`src/rtl/pong_if.sv`:
```
// Signal bundle between the paddle/serve controls and pong_arena, and
// from pong_arena to the VGA renderer and score display.
interface pong_if #(
  parameter int SCORE_W = 4
);
  logic               frame_tick;
  logic               enable;
  logic               serve;
  logic [8:0]         p1_y;
  logic [8:0]         p2_y;
  logic [9:0]         ball_x;
  logic [8:0]         ball_y;
  logic [SCORE_W-1:0] score1;
  logic [SCORE_W-1:0] score2;
  logic               point_p1;
  logic               point_p2;
  logic               game_over;
  logic               winner;
  logic [1:0]         state;

  modport master (
    output frame_tick, enable, serve, p1_y, p2_y,
    input  ball_x, ball_y, score1, score2, point_p1, point_p2,
           game_over, winner, state
  );

  modport slave (
    input  frame_tick, enable, serve, p1_y, p2_y,
    output ball_x, ball_y, score1, score2, point_p1, point_p2,
           game_over, winner, state
  );
endinterface

```
`src/rtl/pong_arena.sv`:
```
// Pong ball/paddle/score engine: one physics step per enabled frame_tick.
// Optional macro PONG_SPEEDUP_EN: every paddle hit raises the ball step by 1 up to MAX_STEP.
//
// state | meaning
// IDLE  | power-up, ball centred, waiting for serve
// SERVE | ball centred, counting SERVE_FRAMES frames before launch
// PLAY  | ball moving, collisions and scoring evaluated per frame
// OVER  | a player reached WIN_SCORE; serve starts a new game
module pong_arena #(
  parameter int H_RES        = 640,
  parameter int V_RES        = 480,
  parameter int PADDLE_H     = 75,
  parameter int PADDLE_W     = 5,
  parameter int P1_X         = 30,
  parameter int P2_X         = 600,
  parameter int BALL_R       = 5,
  parameter int STEP         = 2,
  parameter int MAX_STEP     = 6,
  parameter int SERVE_FRAMES = 60,
  parameter int WIN_SCORE    = 9,
  parameter int SCORE_W      = 4
) (
  input  logic  clk_out,
  input  logic  reset,
  pong_if.slave bus
);

  typedef enum logic [1:0] {
    S_IDLE  = 2'd0,
    S_SERVE = 2'd1,
    S_PLAY  = 2'd2,
    S_OVER  = 2'd3
  } state_t;

  localparam int STEP_W = $clog2(MAX_STEP + 1);
  localparam int CNT_W  = (SERVE_FRAMES > 1) ? $clog2(SERVE_FRAMES) : 1;

  localparam logic [9:0]         X_MID     = 10'(H_RES / 2);
  localparam logic [8:0]         Y_MID     = 9'(V_RES / 2);
  localparam logic [STEP_W-1:0]  STEP_INIT = STEP_W'(STEP);
  localparam logic [CNT_W-1:0]   CNT_LAST  = CNT_W'(SERVE_FRAMES - 1);
  localparam logic [SCORE_W-1:0] SCORE_WIN = SCORE_W'(WIN_SCORE);

  // Geometry in 11-bit signed so that x-step and y-BALL_R can go negative without wrapping.
  localparam logic signed [10:0] BR       = 11'(BALL_R);
  localparam logic signed [10:0] P1_LEFT  = 11'(P1_X);
  localparam logic signed [10:0] P1_RIGHT = 11'(P1_X + PADDLE_W - 1);
  localparam logic signed [10:0] P2_LEFT  = 11'(P2_X);
  localparam logic signed [10:0] P2_RIGHT = 11'(P2_X + PADDLE_W - 1);
  localparam logic signed [10:0] PAD_SPAN = 11'(PADDLE_H - 1);
  localparam logic signed [10:0] X_HIT_L  = 11'(P1_X + PADDLE_W + BALL_R);
  localparam logic signed [10:0] X_HIT_R  = 11'(P2_X - 1 - BALL_R);
  localparam logic signed [10:0] X_MISS_R = 11'(H_RES - 1 - BALL_R);
  localparam logic signed [10:0] Y_TOP    = 11'(BALL_R);
  localparam logic signed [10:0] Y_BOT    = 11'(V_RES - 1 - BALL_R);
  localparam logic signed [10:0] Y_EDGE   = 11'(V_RES - 1);

  state_t             state_q, state_nxt;
  logic [9:0]         x_q, x_nxt;
  logic [8:0]         y_q, y_nxt;
  logic               dx_q, dx_nxt;
  logic               dy_q, dy_nxt;
  logic [STEP_W-1:0]  step_q, step_nxt, step_hit;
  logic [CNT_W-1:0]   cnt_q, cnt_nxt;
  logic [SCORE_W-1:0] score1_q, score1_nxt, score1_inc;
  logic [SCORE_W-1:0] score2_q, score2_nxt, score2_inc;
  logic               pt1_q, pt1_nxt, pt2_q, pt2_nxt;
  logic               over_q, over_nxt, winner_q, winner_nxt;

  logic               tick;
  logic signed [10:0] xs, ys, stp, nxs, nys, p1s, p2s;
  logic               hit_l, hit_r, miss_l, miss_r, wall_top, wall_bot;
  logic               unused_bits;

  assign tick = bus.frame_tick & bus.enable;
  assign xs   = signed'({1'b0, x_q});
  assign ys   = signed'({2'b00, y_q});
  assign stp  = signed'(11'(step_q));
  assign p1s  = signed'({2'b00, bus.p1_y});
  assign p2s  = signed'({2'b00, bus.p2_y});
  assign nxs  = dx_q ? xs + stp : xs - stp;
  assign nys  = dy_q ? ys + stp : ys - stp;

  assign wall_top = !dy_q && (nys - BR <= 11'sd0);
  assign wall_bot =  dy_q && (nys + BR >= Y_EDGE);

  // Paddle tests use the pre-update y and take priority over a miss in the same frame.
  assign hit_l = !dx_q && (nxs - BR <= P1_RIGHT) && (xs - BR >= P1_LEFT) &&
                 (ys + BR >= p1s) && (ys - BR <= p1s + PAD_SPAN);
  assign hit_r =  dx_q && (nxs + BR >= P2_LEFT) && (xs + BR <= P2_RIGHT) &&
                 (ys + BR >= p2s) && (ys - BR <= p2s + PAD_SPAN);
  assign miss_l = !dx_q && !hit_l && (nxs <= BR);
  assign miss_r =  dx_q && !hit_r && (nxs >= X_MISS_R);

  assign score1_inc  = score1_q + 1'b1;
  assign score2_inc  = score2_q + 1'b1;
  assign unused_bits = ^{nxs[10], nys[10:9]};

`ifdef PONG_SPEEDUP_EN
  localparam logic [STEP_W-1:0] STEP_MAX = STEP_W'(MAX_STEP);
  assign step_hit = (step_q >= STEP_MAX) ? STEP_MAX : step_q + 1'b1;
`else
  assign step_hit = step_q;
`endif

  always_ff @(posedge clk_out or posedge reset) begin
    if (reset) begin
      state_q  <= S_IDLE;
      x_q      <= X_MID;
      y_q      <= Y_MID;
      dx_q     <= 1'b1;
      dy_q     <= 1'b1;
      step_q   <= STEP_INIT;
      cnt_q    <= '0;
      score1_q <= '0;
      score2_q <= '0;
      pt1_q    <= 1'b0;
      pt2_q    <= 1'b0;
      over_q   <= 1'b0;
      winner_q <= 1'b0;
    end else begin
      state_q  <= state_nxt;
      x_q      <= x_nxt;
      y_q      <= y_nxt;
      dx_q     <= dx_nxt;
      dy_q     <= dy_nxt;
      step_q   <= step_nxt;
      cnt_q    <= cnt_nxt;
      score1_q <= score1_nxt;
      score2_q <= score2_nxt;
      pt1_q    <= pt1_nxt;
      pt2_q    <= pt2_nxt;
      over_q   <= over_nxt;
      winner_q <= winner_nxt;
    end
  end

  always_comb begin
    state_nxt  = state_q;
    x_nxt      = x_q;
    y_nxt      = y_q;
    dx_nxt     = dx_q;
    dy_nxt     = dy_q;
    step_nxt   = step_q;
    cnt_nxt    = cnt_q;
    score1_nxt = score1_q;
    score2_nxt = score2_q;
    pt1_nxt    = 1'b0;
    pt2_nxt    = 1'b0;
    winner_nxt = winner_q;

    case (state_q)
      S_IDLE: begin
        x_nxt = X_MID;
        y_nxt = Y_MID;
        if (bus.serve) begin
          state_nxt = S_SERVE;
          cnt_nxt   = '0;
        end
      end

      S_SERVE: begin
        x_nxt = X_MID;
        y_nxt = Y_MID;
        if (tick) begin
          if (cnt_q == CNT_LAST) begin
            state_nxt = S_PLAY;
            cnt_nxt   = '0;
          end else begin
            cnt_nxt = cnt_q + 1'b1;
          end
        end
      end

      S_PLAY: begin
        if (tick) begin
          if (miss_l || miss_r) begin
            // Relaunch toward the player who just conceded.
            x_nxt    = X_MID;
            y_nxt    = Y_MID;
            dx_nxt   = miss_r;
            dy_nxt   = 1'b1;
            step_nxt = STEP_INIT;
            cnt_nxt  = '0;
            if (miss_r) begin
              score1_nxt = score1_inc;
              pt1_nxt    = 1'b1;
              if (score1_inc == SCORE_WIN) begin
                state_nxt  = S_OVER;
                winner_nxt = 1'b0;
              end else begin
                state_nxt = S_SERVE;
              end
            end else begin
              score2_nxt = score2_inc;
              pt2_nxt    = 1'b1;
              if (score2_inc == SCORE_WIN) begin
                state_nxt  = S_OVER;
                winner_nxt = 1'b1;
              end else begin
                state_nxt = S_SERVE;
              end
            end
          end else begin
            if (wall_top) begin
              y_nxt  = Y_TOP[8:0];
              dy_nxt = 1'b1;
            end else if (wall_bot) begin
              y_nxt  = Y_BOT[8:0];
              dy_nxt = 1'b0;
            end else begin
              y_nxt = nys[8:0];
            end

            if (hit_l) begin
              x_nxt    = X_HIT_L[9:0];
              dx_nxt   = 1'b1;
              step_nxt = step_hit;
            end else if (hit_r) begin
              x_nxt    = X_HIT_R[9:0];
              dx_nxt   = 1'b0;
              step_nxt = step_hit;
            end else begin
              x_nxt = nxs[9:0];
            end
          end
        end
      end

      S_OVER: begin
        x_nxt = X_MID;
        y_nxt = Y_MID;
        if (bus.serve) begin
          score1_nxt = '0;
          score2_nxt = '0;
          winner_nxt = 1'b0;
          step_nxt   = STEP_INIT;
          cnt_nxt    = '0;
          state_nxt  = S_SERVE;
        end
      end

      default: state_nxt = S_IDLE;
    endcase

    over_nxt = (state_nxt == S_OVER);
  end

  assign bus.ball_x    = x_q;
  assign bus.ball_y    = y_q;
  assign bus.score1    = score1_q;
  assign bus.score2    = score2_q;
  assign bus.point_p1  = pt1_q;
  assign bus.point_p2  = pt2_q;
  assign bus.game_over = over_q;
  assign bus.winner    = winner_q;
  assign bus.state     = state_q;

endmodule

```
`src/flat_wrapper.sv`:
```
// flat-port wrapper written by rule: the top's interface ports become plain ports
module pong_arena_flat 
#(
  parameter int H_RES        = 640,
  parameter int V_RES        = 480,
  parameter int PADDLE_H     = 75,
  parameter int PADDLE_W     = 5,
  parameter int P1_X         = 30,
  parameter int P2_X         = 600,
  parameter int BALL_R       = 5,
  parameter int STEP         = 2,
  parameter int MAX_STEP     = 6,
  parameter int SERVE_FRAMES = 60,
  parameter int WIN_SCORE    = 9,
  parameter int SCORE_W      = 4
)
  (clk_out, reset, bus_frame_tick, bus_enable, bus_serve, bus_p1_y, bus_p2_y, bus_ball_x, bus_ball_y, bus_score1, bus_score2, bus_point_p1, bus_point_p2, bus_game_over, bus_winner, bus_state);
  pong_if #(.SCORE_W(SCORE_W)) bus_i ();
  input  logic clk_out;
  input  logic reset;
  input wire logic [$bits(bus_i.frame_tick)-1:0] bus_frame_tick;
  input wire logic [$bits(bus_i.enable)-1:0] bus_enable;
  input wire logic [$bits(bus_i.serve)-1:0] bus_serve;
  input wire logic [$bits(bus_i.p1_y)-1:0] bus_p1_y;
  input wire logic [$bits(bus_i.p2_y)-1:0] bus_p2_y;
  output wire logic [$bits(bus_i.ball_x)-1:0] bus_ball_x;
  output wire logic [$bits(bus_i.ball_y)-1:0] bus_ball_y;
  output wire logic [$bits(bus_i.score1)-1:0] bus_score1;
  output wire logic [$bits(bus_i.score2)-1:0] bus_score2;
  output wire logic [$bits(bus_i.point_p1)-1:0] bus_point_p1;
  output wire logic [$bits(bus_i.point_p2)-1:0] bus_point_p2;
  output wire logic [$bits(bus_i.game_over)-1:0] bus_game_over;
  output wire logic [$bits(bus_i.winner)-1:0] bus_winner;
  output wire logic [$bits(bus_i.state)-1:0] bus_state;
  assign bus_i.frame_tick = bus_frame_tick;
  assign bus_i.enable = bus_enable;
  assign bus_i.serve = bus_serve;
  assign bus_i.p1_y = bus_p1_y;
  assign bus_i.p2_y = bus_p2_y;
  assign bus_ball_x = bus_i.ball_x;
  assign bus_ball_y = bus_i.ball_y;
  assign bus_score1 = bus_i.score1;
  assign bus_score2 = bus_i.score2;
  assign bus_point_p1 = bus_i.point_p1;
  assign bus_point_p2 = bus_i.point_p2;
  assign bus_game_over = bus_i.game_over;
  assign bus_winner = bus_i.winner;
  assign bus_state = bus_i.state;
  pong_arena #(.H_RES(H_RES), .V_RES(V_RES), .PADDLE_H(PADDLE_H), .PADDLE_W(PADDLE_W), .P1_X(P1_X), .P2_X(P2_X), .BALL_R(BALL_R), .STEP(STEP), .MAX_STEP(MAX_STEP), .SERVE_FRAMES(SERVE_FRAMES), .WIN_SCORE(WIN_SCORE), .SCORE_W(SCORE_W)) u_core (.clk_out(clk_out), .reset(reset), .bus(bus_i));
endmodule
```
`config.mk`:
```
export PLATFORM = sky130hd
export DESIGN_NAME = pong_arena_flat
export DESIGN_NICKNAME = d
export VERILOG_FILES = /design/src/rtl/pong_if.sv /design/src/rtl/pong_arena.sv /design/src/flat_wrapper.sv
export SDC_FILE = /design/constraint.sdc
export NUM_CORES = 1
export LEC_CHECK = 0
export CAP_MARGIN = 20
export CORE_UTILIZATION = 53
export CTS_CLUSTER_DIAMETER = 120
export DETAILED_ROUTE_END_ITERATION = 10
export GPL_TIMING_DRIVEN = 0
export PLACE_DENSITY = 0.84
export SETUP_SLACK_MARGIN = 0.2
export SYNTH_ARGS = -nofsm -noshare
export SYNTH_HDL_FRONTEND = slang
export SYNTH_SLANG_ARGS = --single-unit
```
`constraint.sdc`:
```
create_clock -name clk_out -period 4 [get_ports clk_out]
set_input_delay 0.8 -clock clk_out [delete_from_list [all_inputs] [get_ports clk_out]]
set_output_delay 0.8 -clock clk_out [all_outputs]
set_load 0.005 [all_outputs]
```
==> summary.md, run 1 <==
| Metric | Value |
|---|---|
| Post-synthesis sequential area ratio | `19.83%` |
| Unrepaired setup endpoints after global routing | `yes` |
| Post-synth top area share | `16.94%` |
| Tot GR Track Use | `30.98%` |
| Detail Route Antenna Nets | `0` |
| CTS tree | `yes` |
| Critical path arrival | `4.11 ns` |
| Slowest stage delay, CP | `0.57 ns` |
| Final Instance Count excl. Fillers | `864` |
| Tmin final | `3.924 ns` |
| Placed Cells | `813` |
| Gate power share | `77.0%` |
| Top cell type by total area after synthesis | `ha_1` |
| Wire per inst | `18.94 µm` |
| Crit-path max FO | `7` |
| R2r worst-path depth | `15` |
| FILL cells | `672` |
| Initial antenna violation count | `0` |
| GRT overflow | `0` |
| CTS sink cnt | `40` |
| Fin util | `73.33%` |
| Ranking of synthesized cells by area | `ha_1, dfrtp_1, xnor2_1` |
| Peak supply drop | `332.2 µV` |
| NumNets Final | `827` |
| Htree depth | `2` |
| Initial DRT Pass Iterations | `6` |
| Via count | `5723` |
| Inserted Clock Buffers | `5` |
| Worst setup path end | `u_core.cnt_q[2]` |
| Row Count | `35` |
| Vias in the first global route | `5297` |
| Pre-CTS WS | `-0.8660 ns` |
| Residual DRC | `0` |
| Final Hold Viols | `0` |
| Status | `finished clean` |
| Total Wirelength | `16360 µm` |
| First-pass GRT wire length | `24850 µm` |
| Die X | `100.1 µm` |
| Slew Limit Headroom | `44.64%` |
| Post-synth EDFFs | `0` |
| Seq cells post-synth | `40` |
| Synth top cells by count | `ha_1, o21ai_0, nand2_1` |
| Slew Viols, Final | `0` |
| Largest net degree at the start of global routing | `41` |
| Diode count | `0` |
| Tot Pwr | `0.003875 W` |
| Clk_skew | `0.009522 ns` |
| Prevailing post-synth register cell | `dfrtp_1` |
| Critical Path Slowest Stage Cell | `dfstp_2` |
| Total leakage power | `2.849 nW` |
| Hold Crit Class | `flip-flop to flip-flop` |
| Clock latency on the worst-skew pair | `0.31 ns` |
| R2R Path Start | `u_core.dx_q` |
| Fraction of registers with async set/reset | `100.0%` |
| Initial cell density of the core | `54.91%` |
| Maximum clock path buffer count | `2` |
| Max_cap viols | `0` |
| Layout cells sized above 1 | `23.95%` |
| DIE AREA | `10010 µm²` |
| Synthesized Nets | `723` |
| Initial DRC Count | `545` |
| Mapped Cells | `630` |
| Net switching power | `0.001942 W` |
| Kind of critical path | `flip-flop to flip-flop` |
| Core area | `9284 µm²` |
| # port buffers | `54` |
| Switching Share | `50.11%` |
| Crit path cell chain | `clkinvlp_4 -> buf_12 -> ha_2 -> o211ai_1 -> o21ai_0 -> xnor2_1 -> buf_4 -> xnor2_1 -> a211oi_2 -> nand4_1 -> buf_6 -> a311o_1 -> buf_6 -> and3_4 -> a32o_1` |
| Via density per instance | `6.624` |
| Root buf cell | `clkbuf_8` |
| CP Launch Point | `u_core.dx_q` |
| Worst slew pin tran | `0.8292 ns` |
| Final GP Congestion | `0.9118` |
| Io pins | `56` |
| Pwr dens | `569.2 nW/µm²` |
| RR Endpoint | `u_core.cnt_q[2]` |
| Setup WS post-layout | `0.07556 ns` |
| Pint | `0.001933 W` |
| Setup crit end kind | `flip-flop` |
| Clock Pin Slew Worst Setup and Hold Paths | `0.08 ns` |
| Seq pwr share | `15.7%` |
| Syn_area_per_cell | `8.091 µm²` |
| Die height | `100.1 µm` |
| Top-count cell post-synth | `ha_1` |
| Fin crit share | `98.11%` |
| Startpoint types | `flip-flop` |
| Warnings from Yosys | `0` |
| TNS Setup | `0 ns` |
| Distinct cell type count after synthesis | `83` |
| Clock share of power | `7.4%` |
| Max Clk Rate | `254.8 MHz` |
| Area Growth Syn to Fin | `33.55%` |
| Final Setup Violations | `0` |
| Worst Path Required | `4.19 ns` |
| Synthesized cell area | `5097 µm²` |
| DP HPWL | `10650 µm` |
| Reg2reg setup slack | `0.08 ns` |
-- worst min path at each step --
stage / slack [ns] / cells past startpoint / start / end
finish: 0.52 / 1 / u_core.cnt_q[0] / u_core.cnt_q[0]
global route: 0.55 / 1 / u_core.cnt_q[0] / u_core.cnt_q[0]
CTS: 0.50 / 1 / u_core.cnt_q[5] / u_core.cnt_q[5]
detailed placement: 0.49 / 1 / u_core.cnt_q[5] / u_core.cnt_q[5]
global placement: 0.47 / 1 / u_core.cnt_q[5] / u_core.cnt_q[5]
floorplan: 0.45 / 1 / u_core.cnt_q[5] / u_core.cnt_q[5]
-- state kept, by name (all words and copies together), names as in the netlist, 2 cells and up --
| name | cells |
|---|---|
| u_core.cnt_q | 6 |
| u_core.bus.score2 | 4 |
| u_core.bus.state | 2 |
| u_core.bus.ball_y | 9 |
| u_core.bus.ball_x | 9 |
| u_core.bus.score1 | 4 |
-- metal layers --
layer | global-route usage, % | up-vias | wire, µm
met5 | 0 | - | 0
met4 | 14.38 | 0 | 804
met3 | 4.596 | 95 | 1330
met2 | 53.69 | 376 | 7979
met1 | 38.02 | 2691 | 6249
li1 | - | 2561 | -
-- kinds of logic after synthesis --
family	share of synthesized area, %
compound gates	27.64
mux	1.006
buf+inv	4.860
flops	19.83
simple gates	21.72
xor+xnor	7.536
fa+ha+maj	17.33
other cells	0.07357
-- worst max-delay path, delay by kind of cell (launching register included) --
kind | cells | cell delay [ns]
xor+xnor | 2 | 0.33
simple gates | 2 | 0.33
flops | 1 | 0.57
fa+ha+maj | 1 | 0.43
buf+inv | 5 | 0.75
compound gates | 5 | 1.38
-- area by class of cell --
class	count	area (µm²)	area share (%)
plain buffers	19	127.6	1.875
flip-flops and latches	40	1016	14.92
clock inverters	2	10.01	0.1470
multi-input cells	528	4372	64.22
repair buffers	97	865.8	12.72
clock buffers	6	82.58	1.213
inverters	43	172.7	2.536
well taps	129	161.4	2.371
-- repair_timing --
action                     4_1_cts  5_1_grt
setup endpoints to repair       39       33
pin swaps                       25       26
hold buffers                     0        0
gates resized for setup         83       64
buffers inserted                33       10
-- cells in the final DEF, fill, tap and decap left out, types with 8 or more instances in the layout --
master and instances:
a21oi_1 25, a31oi_1 13, and3_1 11, buf_4 41
clkbuf_1 8, clkdlybuf4s50_1 43, dfrtp_1 28, dfstp_2 8
dlygate4sd2_1 8, ha_1 57, inv_1 36, nand2_1 40
nand2b_1 16, nand3_1 16, nand4_1 12, nor2_1 38
nor2b_1 8, nor3_1 12, o211ai_1 10, o21ai_0 38
o21ai_1 10, xnor2_1 27, xor2_1 8
-- through the flow --
step           area, µm²  hold slack (ns)
2_1_floorplan       5169           0.4474
3_3_place_gp        5871           0.4671
3_5_place_dp        5871           0.4912
4_1_cts             6481           0.5010
5_1_grt             6808           0.5533
6_report            6808           0.5150
-- power by group through the flow --
| stage | Sequential, W | Clock [W] | Combinational, W |
|---|---|---|---|
| final | 0.000608 | 0.000285 | 0.00298 |
| after CTS | 0.000595 | 0.000287 | 0.00260 |
| after global routing | 0.000614 | 0.000304 | 0.00319 |
| after floorplan | 0.000572 | 0 | 0.00168 |
| after detailed placement | 0.000602 | 0 | 0.00222 |
| after global placement | 0.000601 | 0 | 0.00217 |
(Power assumes the default switching activity.)
==> inputs of run 2 (changes only) <==
--- a/config.mk
+++ b/config.mk
@@ -10,7 +10,7 @@
 export CTS_CLUSTER_DIAMETER = 120
 export DETAILED_ROUTE_END_ITERATION = 10
 export GPL_TIMING_DRIVEN = 0
-export PLACE_DENSITY = 0.84
+export PLACE_DENSITY = 0.79
 export SETUP_SLACK_MARGIN = 0.2
 export SYNTH_ARGS = -nofsm -noshare
 export SYNTH_HDL_FRONTEND = slang
==> summary.md, run 2 (synthesis gave the netlist of run 1 again) <==
| Metric | Value |
|---|---|
| Final Setup Violations | `0` |
| NumNets Final | `837` |
| Kind of critical path | `flip-flop to flip-flop` |
| Vias in the first global route | `4978` |
| Final Instance Count excl. Fillers | `874` |
| Initial DRT Pass Iterations | `4` |
| Core area | `9284 µm²` |
| Crit-path max FO | `5` |
| Row Count | `35` |
| Most frequent cells in the layout | `ha_1, buf_4, clkdlybuf4s50_1, nand2_1, o21ai_0` |
| DP HPWL | `10610 µm` |
| Htree depth | `2` |
| Worst Path Required | `4.20 ns` |
| Inserted Clock Buffers | `5` |
| Tot GR Track Use | `29.09%` |
| Worst slew pin tran | `0.8465 ns` |
| Layout cells sized above 1 | `24.43%` |
| Clock latency on the worst-skew pair | `0.31 ns` |
| R2r worst-path depth | `14` |
| Via density per instance | `6.175` |
| Area Growth Syn to Fin | `34.83%` |
| Final GP Congestion | `0.9320` |
| Clock Pin Slew Worst Setup and Hold Paths | `0.09 ns` |
| Residual DRC | `0` |
| Status | `finished clean` |
| Setup WS post-layout | `0.1384 ns` |
| CTS tree | `yes` |
| RR Endpoint | `u_core.cnt_q[2]` |
| Pre-CTS WS | `-0.8998 ns` |
| Die X | `100.1 µm` |
| Total Wirelength | `15630 µm` |
| Fin crit share | `96.54%` |
| CTS sink cnt | `40` |
| Slew Viols, Final | `0` |
| Slowest stage delay, CP | `0.58 ns` |
| Leading cell type in the layout, fill and taps excluded | `ha_1` |
| Diode count | `0` |
| Initial antenna violation count | `0` |
| Largest net degree at the start of global routing | `41` |
| Via count | `5397` |
| Hold Path End | `u_core.cnt_q[5]` |
| Final Hold Viols | `0` |
| Crit path cell chain | `clkinvlp_4 -> buf_6 -> fa_2 -> a21o_1 -> a221oi_4 -> o21ai_2 -> a221oi_4 -> buf_4 -> or4_4 -> nand3_4 -> a311o_1 -> buf_6 -> and3_4 -> a32o_1` |
| Pwr dens | `560.6 nW/µm²` |
| R2R Path Start | `u_core.dx_q` |
| Wire per inst | `17.88 µm` |
| Io pins | `56` |
| Startpoint types | `flip-flop` |
| Max_cap viols | `0` |
| Hold Path Depth | `1` |
| Hold Crit Class | `flip-flop to flip-flop` |
| Max Clk Rate | `259.0 MHz` |
| Peak supply drop | `397.8 µV` |
| Clk_skew | `0.01205 ns` |
| Setup crit end kind | `flip-flop` |
| Detail Route Antenna Nets | `0` |
| Initial DRC Count | `288` |
| First-pass GRT wire length | `23450 µm` |
| Root buf cell | `clkbuf_8` |
| Placed Cells | `813` |
| Tmin final | `3.862 ns` |
| Slew Limit Headroom | `43.49%` |
| Critical path arrival | `4.07 ns` |
| DIE AREA | `10010 µm²` |
| Unrepaired setup endpoints after global routing | `yes` |
| # port buffers | `54` |
| Initial cell density of the core | `54.91%` |
| Maximum clock path buffer count | `2` |
| Die height | `100.1 µm` |
| Critical Path Slowest Stage Cell | `dfstp_2` |
| Total leakage power | `2.878 nW` |
| GRT overflow | `0` |
| Reg2reg setup slack | `0.14 ns` |
| CTS Hold Buffers Added | `0` |
| Hold path start | `u_core.cnt_q[5]` |
run 2: changes by cell type in the layout (fill, tap and decap cells not counted), moves of 3 or more:
cell and delta:
buf_6 +4, o31ai_2 +3, o21ai_1 -3, ha_2 +4, buf_4 +5, o21ai_0 +4
run 2: how the worst max path moves through the flow:
| stage | start | end | slack (ns) | cells past startpoint |
|---|---|---|---|---|
| 2_1_floorplan | bus_p1_y[1] | u_core.cnt_q[2] | 0.18 | 14 |
| 3_3_place_gp | bus_p1_y[1] | u_core.bus.game_over | -0.86 | 15 |
| 3_5_place_dp | bus_p1_y[1] | u_core.bus.ball_x[7] | -0.90 | 15 |
| 4_1_cts | bus_p1_y[1] | u_core.cnt_q[2] | 0.18 | 17 |
| 5_1_grt | u_core.bus.ball_y[2] | u_core.bus.ball_y[6] | -0.03 | 17 |
| 6_report | u_core.dx_q | u_core.cnt_q[2] | 0.14 | 14 |
run 2: repair_timing:
| action | 4_1_cts | 5_1_grt |
|---|---|---|
| hold endpoints to repair | 0 | 0 |
| setup endpoints to repair | 39 | 36 |
| pin swaps | 28 | 31 |
| gates cloned | 0 | 0 |
| resized for setup | 66 | 74 |
| buffers inserted | 30 | 23 |
run 2: layout make-up:
class | count | area [µm²]
Multi-Input combinational cell | 528 | 4322
Fill cell | 700 | 2411
Sequential cell | 40 | 1016
Timing Repair Buffer | 107 | 964.7
Inverter | 43 | 168.9
Tap cell | 129 | 161.4
Buffer | 19 | 128.9
Clock buffer | 5 | 68.82
Clock inverter | 3 | 42.54
run 2: worst max-delay path: cells and delay by family (launching register included):
| kind | cells | cell delay [ns] |
|---|---|---|
| buffers and inverters | 4 | 0.63 |
| AO/OA/AOI/OAI | 6 | 1.75 |
| AND/OR/NAND/NOR | 3 | 0.41 |
| adder cells (fa/ha/maj) | 1 | 0.38 |
| flip-flops | 1 | 0.58 |
run 2: metal layers:
metal	track usage (%)	routed length, µm	part of all wire [%]
met3	3.064	873	5.6
met2	52.31	7961	51
met5	0	0	0
met1	36.64	6453	41
met4	9.142	339	2.2
run 2: power breakdown:
group / internal, W / total [W] / leakage (nW) / switching [W]
logic: 0.00129 / 0.00291 / 2.31 / 0.00161
registers: 0.000482 / 0.000603 / 0.512 / 0.000121
clock network: 0.000185 / 0.000342 / 0.0541 / 0.000158
run 2: stage by stage:
stage | utilization, % | hold slack, ns | cell area [µm²] | total power, W | TNS (ns)
2_1_floorplan | - | 0.4474 | 5169 | 0.002253 | 0
3_3_place_gp | 63.23 | 0.4772 | 5871 | 0.002754 | -21.57
3_5_place_dp | 63.23 | 0.4976 | 5871 | 0.002820 | -22.75
4_1_cts | 69.16 | 0.5127 | 6421 | 0.003431 | 0
5_1_grt | 74.03 | 0.5338 | 6873 | 0.004125 | -0.05614
6_report | 74.03 | 0.5212 | 6873 | 0.003853 | 0
